<file path="src/rtl/seq_gen_controller.sv">
// seq_gen_controller: sequences a WIDTH-bit right-shifting generator register
// (rotate or Fibonacci LFSR) and streams shreg[0] over a valid/ready handshake
// for a programmed number of beats, then pulses done for one cycle.
module seq_gen_controller #(
    parameter int unsigned     WIDTH = 3,
    parameter int unsigned     LEN_W = 8,
    parameter logic [WIDTH-1:0] TAPS = 3'b011
) (
    input  logic             clk,
    input  logic             reset,
    input  logic             start,
    input  logic [WIDTH-1:0] seed,
    input  logic [LEN_W-1:0] run_len,
    input  logic             mode,
    input  logic             abort,
    input  logic             out_ready,
    output logic             out_valid,
    output logic             out_bit,
    output logic             busy,
    output logic             done,
    output logic [WIDTH-1:0] shreg_q
);

    typedef enum logic [1:0] {
        IDLE = 2'd0,
        RUN  = 2'd1,
        DONE = 2'd2
    } state_t;

    state_t           state;
    logic [WIDTH-1:0] shreg;
    logic [LEN_W-1:0] count;
    logic [LEN_W-1:0] len;
    logic             mode_q;

    // Bit shifted into the MSB on a beat: wrap-around of bit 0, or LFSR feedback
    logic             shift_in_c;
    // Last beat is the one taken while count == len-1
    logic             last_beat_c;
    // Seed as loaded; an all-zero LFSR seed would lock up, so force a single 1
    logic [WIDTH-1:0] load_val_c;

    // Shift-in bit for the active mode
    always_comb begin
        shift_in_c = shreg[0];
        if (mode_q) begin
            shift_in_c = ^(shreg & TAPS);
        end
    end

    // Terminal-count compare
    always_comb begin
        last_beat_c = (count == (len - LEN_W'(1)));
    end

    // Seed selection with LFSR lock-up guard
    always_comb begin
        load_val_c = seed;
        if (mode && (seed == '0)) begin
            load_val_c = WIDTH'(1);
        end
    end

    // Controller FSM plus generator register, beat counter and latched run setup
    always_ff @(posedge clk or posedge reset) begin
        if (reset) begin
            state  <= IDLE;
            shreg  <= '0;
            count  <= '0;
            len    <= '0;
            mode_q <= 1'b0;
        end else begin
            case (state)
                IDLE: begin
                    if (start) begin
                        if (run_len != '0) begin
                            shreg  <= load_val_c;
                            len    <= run_len;
                            mode_q <= mode;
                            count  <= '0;
                            state  <= RUN;
                        end else begin
                            state  <= DONE;
                        end
                    end
                end
                RUN: begin
                    // abort wins over a simultaneous beat: nothing shifts or counts
                    if (abort) begin
                        state <= IDLE;
                    end else if (out_ready) begin
                        shreg <= {shift_in_c, shreg[WIDTH-1:1]};
                        count <= count + LEN_W'(1);
                        if (last_beat_c) begin
                            state <= DONE;
                        end
                    end
                end
                DONE: begin
                    state <= IDLE;
                end
                default: begin
                    state <= IDLE;
                end
            endcase
        end
    end

    // Outputs decoded straight from flops; out_ready never reaches out_valid
    assign out_valid = (state == RUN);
    assign busy      = (state == RUN);
    assign done      = (state == DONE);
    assign out_bit   = shreg[0];
    assign shreg_q   = shreg;

endmodule

</file>
<file path="config.mk">
export PLATFORM = sky130hd
export DESIGN_NAME = seq_gen_controller
export DESIGN_NICKNAME = d
export VERILOG_FILES = /design/src/rtl/seq_gen_controller.sv
export SDC_FILE = /design/constraint.sdc
export NUM_CORES = 1
export LEC_CHECK = 0
export BUFFER_PORTS_ARGS = -buffer_cell sky130_fd_sc_hd__buf_2
export CAP_MARGIN = 20
export CORE_ASPECT_RATIO = 1.75
export CORE_MARGIN = 2
export CORE_UTILIZATION = 45
export CTS_CLUSTER_DIAMETER = 120
export DETAILED_ROUTE_END_ITERATION = 7
export PLACE_DENSITY = 0.74
export SLEW_MARGIN = 15
export SYNTH_ARGS = -nofsm -noshare
export SYNTH_HDL_FRONTEND = slang
export SYNTH_SLANG_ARGS = --single-unit
</file>
<file path="constraint.sdc">
create_clock -name clk -period 1.8 [get_ports clk]
set_clock_uncertainty 0.15 [all_clocks]
set_input_delay 0.09 -clock clk [delete_from_list [all_inputs] [get_ports clk]]
set_output_delay 0.09 -clock clk [all_outputs]
set_load 0.03 [all_outputs]
</file>
# --- Yosys cells after proc, flatten, opt, wreduce, memory -nomap -nowiden ---
# Cells that the tools add are included.
word_totals:
  latchBits: 0
  output_inout_bits: 7
  ram_bits: 0
  regBits: 22
  mem_bits_ro: 0
  elab_cells: 43
  input_bits: 17
  memories: 0
classes:
  bitwise_logic: 0
  div: 0
  add_sub_neg: 2
  reduce_logical: 9
  n_mul: 0
  shifts: 0
  n_lt_le_gt_ge: 0
  eq_ne: 9
  n_mux: 18
op_table:
  columns: ["op", "n"]
  rows:
  - ["2-to-1 mux 8 bit", 4]
  - ["one-hot mux 8 bit (2 select lines)", 1]
  - ["2-to-1 mux 3 bit", 5]
  - ["2-to-1 mux 2 bit", 5]
  - ["adder 8 x 1 -> 8 bit, second input constant", 1]
  - ["equality test 8 bit", 1]
  - ["inequality test 2 bit, second input constant", 4]
  - ["nonzero test 8 bit", 1]
  - ["subtractor 8 x 1 -> 8 bit, second input constant", 1]
  - ["one-hot mux 3 bit (2 select lines)", 1]
  - ["AND reduction 3 bit", 2]
  - ["AND reduction 5 bit", 1]
  - ["one-hot mux 2 bit (2 select lines)", 1]
  - ["logical NOT 3 bit", 1]
  - ["inequality test 3 x 2 -> 1 bit, second input constant", 1]
  - ["inequality test 3 bit, second input constant", 1]
  - ["XOR reduction 3 bit", 1]
  - ["equality test 2 x 1 -> 1 bit, second input constant", 1]
  - ["equality test 2 bit, second input constant", 1]
  - ["logical NOT 2 bit", 1]
  - ["nonzero test 2 bit", 1]
  - ["logical AND 1 bit", 1]
  - ["2-to-1 mux 1 bit", 1]

# --- Longest topological paths before layout ---
logic_depth:
  word_depth: 6
  depth_mapped: 7
  depth_no_buf: 7

# --- Worst setup path after synthesis ---
# Ideal clock, no wire load.
synth_timing:
  path_kind: "register to register"
  start: "reg state[1]"
  end: "reg count[5]"
  t_arrival_ps: 1776
  path_slack_ps: -210
  period_less_slack_ps: 2010
  path_stages_with_launch: 7
  cell_sequence: "dfrtp_1 -> nand2b_1 -> inv_2 -> nand3b_2 -> a21o_1 -> or4_1 -> a21boi_0"
synth_between:
  elab_chain_len: 3
  elab_cells_between_ends: 9
  cone_classes: "eq/ne (5); mux (1); reduce/logical (3)"
synth_rtl:
  columns: ["item", "line", "source"]
  rows:
  - ["from (decl)", "30", "state_t state;"]
  - ["from (signal assigned)", "67", "state <= IDLE;"]
  - ["from (signal assigned)", "81", "state <= RUN;"]
  - ["from (signal assigned)", "83", "state <= DONE;"]
  - ["equality test 2 x 1 -> 1 bit *", null, null]
  - ["named net busy", "19", "output logic busy,"]
  - ["inequality test 2 bit (no line) or nonzero test 2 bit (tied branches)", null, null]
  - ["AND reduction 5 bit (no line)", null, null]
  - ["to (signal assigned)", "93", "count <= count + LEN_W'(1);"]
  - ["to (decl)", "32", "logic [LEN_W-1:0] count;"]
# The timed path passes the listed nets; every way through them passes the cells marked *.
# A chain may end at the register's enable or synchronous reset.

# --- Worst setup path after layout ---
layout_timing:
  start: "reg state[1]"
  end: "reg count[5]"
layout_between:
  elab_chain_len: 3
  elab_cells_between_ends: 9
  cone_classes: "eq/ne (5); mux (1); reduce/logical (3)"
layout_rtl:
  columns: ["item", "line", "source"]
  rows:
  - ["equality test 2 x 1 -> 1 bit or logical NOT 2 bit (tied branches)", "73", "case (state)"]
  - ["inequality test 2 bit (no line) or nonzero test 2 bit (tied branches)", null, null]
  - ["AND reduction 5 bit (no line)", null, null]
# Parallel ways exist; a longest one is shown, timed or not.

==> flow_metrics.py <==
metrics = {
    "synthesis": {
        "ys_warn_count": 0,
        "synth_edf_count": 0,
        "async_reset_ff_share_pct": 100.0,
        "yosysMostFrequentCell": "dfrtp_1",
        "syn_inst": 132,
        "syn_area_sq_mm": 0.001295,
        "synth_top_area_share_pct": 42.51,
        "synth_area_leaders": "dfrtp_1 (43%), mux2_2 (7.8%), xnor2_1 (6.1%)",
        "synth_cell_type_count": 41,
        "synth_common_cells": "dfrtp_1 (22), nand2_1 (12), mux2_2 (9), xnor2_1 (9), nor2_1 (7)",
        "syn_nets": 151,
        "synth_area_leader_cell": "dfrtp_1",
        "synth.avg_cell_area_sq_um": 9.811,
        "yosys_most_used_dff": "dfrtp_1",
        "yosysSeqAreaShare_pct": 42.51,
        "ys_seq_elements": 22,
    },
    "worst_setup_path": {
        "critPathLaunchType": "flop",
        "cp_slowest_cell": "or4_1",
        "crit_family": "simple AND/OR/NAND/NOR gates",
        "worstSetupEndpointType": "flop",
        "path_max_fanout": 7,
        "path_class": "reg2reg",
        "cp_num_buf_inv": 1,
        "required_ns": 1.85,
        "critPathMaxStageDelay_ns": 0.47,
        "crit_chain": "nand2b_4 > inv_8 > nand3b_4 > a21o_4 > or4_1 > a21boi_1",
        "reg2reg_slack_ns": 0.005,
        "worstPathArrival_ns": 1.84,
    },
    "run": {
        "max_cap_violations": 0,
    },
    "timing": {
        "setup_viol_count_final": 0,
        "fin_ws_ns": 0.005417,
        "fin_setup_tns_ns": 0,
        "rsz0062_at_grt": "true",
        "max_freq_mhz": 557.2,
        "finalCritPeriodShare_pct": 99.70,
        "slew_headroom_pct": 73.37,
        "hold_viol_final": 0,
        "worst_pin_slew_ns": 0.3943,
        "drv_slew": 0,
        "fin_crit_ns": 1.795,
    },
    "placement": {
        "port_buffers": 23,
        "dp.cells": 196,
        "place_congestion": 0.9154,
        "dpl_worst_slack_ns": -0.08009,
        "dp_hpwl_mm": 2.415,
    },
    "grt": {
        "antenna_found_initial": 0,
        "grt_pass1_wl_mm": 5.368,
        "grt_pass1_vias": 1201,
        "gr-total-overflow": 0,
        "grt_max_degree": 23,
        "track_usage_pct": 22.09,
    },
    "power": {
        "p_int_w": 0.001640,
        "switching_share_pct": 40.92,
        "p_leak_nw": 0.8699,
        "vdd_drop_max_mv": 0.9281,
        "powerDensity_mw_per_mm2": 1498,
        "pwr-share-seq_pct": 30.8,
        "finalPower_w": 0.002776,
        "p_sw_w": 0.001136,
        "p_clk_share_pct": 13.1,
        "combPwrFrac_pct": 56.1,
    },
    "clock_network": {
        "cts_root_buf": "clkbuf_8",
        "clock_path_buffers": 2,
        "numCtsBuffers": 3,
        "clock_sinks": 22,
        "h-tree-depth": 1,
        "clock_latency_ns": 0.26,
        "clk_pin_slew_ns": 0.08,
        "tritoncts": "done",
    },
    "detailed_routing": {
        "routed_via_density": 5.814,
        "vias": 1250,
        "firstDrtPassIters": 4,
        "ant_nets": 0,
        "drc_errors": 0,
        "initialDrtViolationCount": 20,
        "wl_mm": 3.605,
        "wl_per_cell_um": 16.77,
    },
    "layout": {
        "drive_above_1_share_pct": 43.62,
        "syn_to_final_growth_pct": 43.09,
        "diodes": 0,
        "final_cells": 215,
        "num-nets-final": 208,
        "fillers": 207,
    },
    "floorplanning": {
        "die_x_um": 44.55,
        "start_util_pct": 47.59,
        "placementRows": 25,
        "ioPinCount": 24,
        "coreArea_sq_mm": 0.002721,
        "fp.dieArea_sq_mm": 0.003340,
        "die_h_um": 74.97,
    },
    "outcome": {
        "outcome": "complete, no violations",
    },
    "min_path": {
        "hold_class": "in2reg",
    },
}
==> worst paths after layout <==
kind,startpoint,end,cells past startpoint
worst max-delay path,state[1],count[5],6
worst min-delay path,run_len[6],len[6],3
worst max register to register,state[1],count[5],6
worst min register to register,mode_q,mode_q,1
max in group asynchronous,reset,len[2],4
min in group asynchronous,reset,shreg_q[1],4
==> kinds of logic after synthesis <==
logic type / Yosys count / share of synthesized area (%)
fa+ha+maj: 2 / 1.932
flops: 22 / 42.51
simple gates: 47 / 20.10
mux: 9 / 7.826
compound gates: 25 / 13.04
xor+xnor: 14 / 9.469
buf+inv: 13 / 5.120
==> power by group through the flow <==
stage	combinational [W]	sequential (W)	clock (W)
2_1_floorplan	0.000822	0.000899	0
3_3_place_gp	0.00127	0.000849	0
3_5_place_dp	0.00129	0.000873	0
4_1_cts	0.00143	0.000858	0.000372
5_1_grt	0.00166	0.000876	0.000385
6_report	0.00156	0.000855	0.000364
==> metrics by stage <==
step / instance area (sq um) / hold slack [ns] / util [%]
2_1_floorplan: 1326 / -0.07077 / -
3_3_place_gp: 1595 / -0.01966 / 58.62
3_5_place_dp: 1595 / -0.01195 / 58.62
4_1_cts: 1805 / 0.003599 / 66.34
5_1_grt: 1853 / 0.02066 / 68.09
6_report: 1853 / 0.008507 / 68.09
==> final cells by class <==
type | instances | area (sq um) | share of cell area (%)
Clock buffer | 4 | 55.05 | 2.971
Inverter | 7 | 33.78 | 1.823
Timing Repair Buffer | 58 | 419.2 | 22.62
Tap cell | 27 | 33.78 | 1.823
Sequential cell | 22 | 551.8 | 29.78
Multi-Input combinational cell | 97 | 759.5 | 40.99
==> routing by layer <==
layer	global-route usage, %	share of wire [%]	vias to the layer above
met3	1.918	3.1	16
met2	41.06	57	34
li1	-	-	580
met4	11.78	2.9	0
met1	23.63	37	620
met5	0	0	-
==> flip-flops by register name, summed over array words and instances (netlist names) <==
name / cells
shreg_q: 3
len: 8
state: 2
count: 8
mode_q: 1
==> worst reg2reg max path, stage by stage, from the launching register on <==
cell and delay, ns:
dfrtp_1 0.41, nand2b_4 0.18, inv_8 0.06, nand3b_4 0.08, a21o_4 0.24, or4_1 0.47
a21boi_1 0.13
==> cells in the final DEF, fill, tap and decap left out, drive strengths merged, types with 2 or more instances in the layout <==
cell and instances:
o211ai 2, ha 2, o21ai 5, nor3 4
xor2 5, a21boi 2, nand2 12, buf 48
a211oi 2, nor2 7, clkbuf 4, nand2b 2
and2 2, mux2 9, o31ai 2, a21oi 6
nand4 3, or4 4, inv 7, dfrtp 22
nand3 4, o21a 2, xnor2 9, dlygate4sd3 10
==> repair_timing <==
action                                  CTS  global route
pin swaps                                 6             6
hold endpoints to repair                 31             0
resized for setup                         8             8
endpoints found under the setup margin   10             8
hold buffers                             10             0
setup buffers                             3             3
No activity file was read; power rests on OpenSTA's default activity.
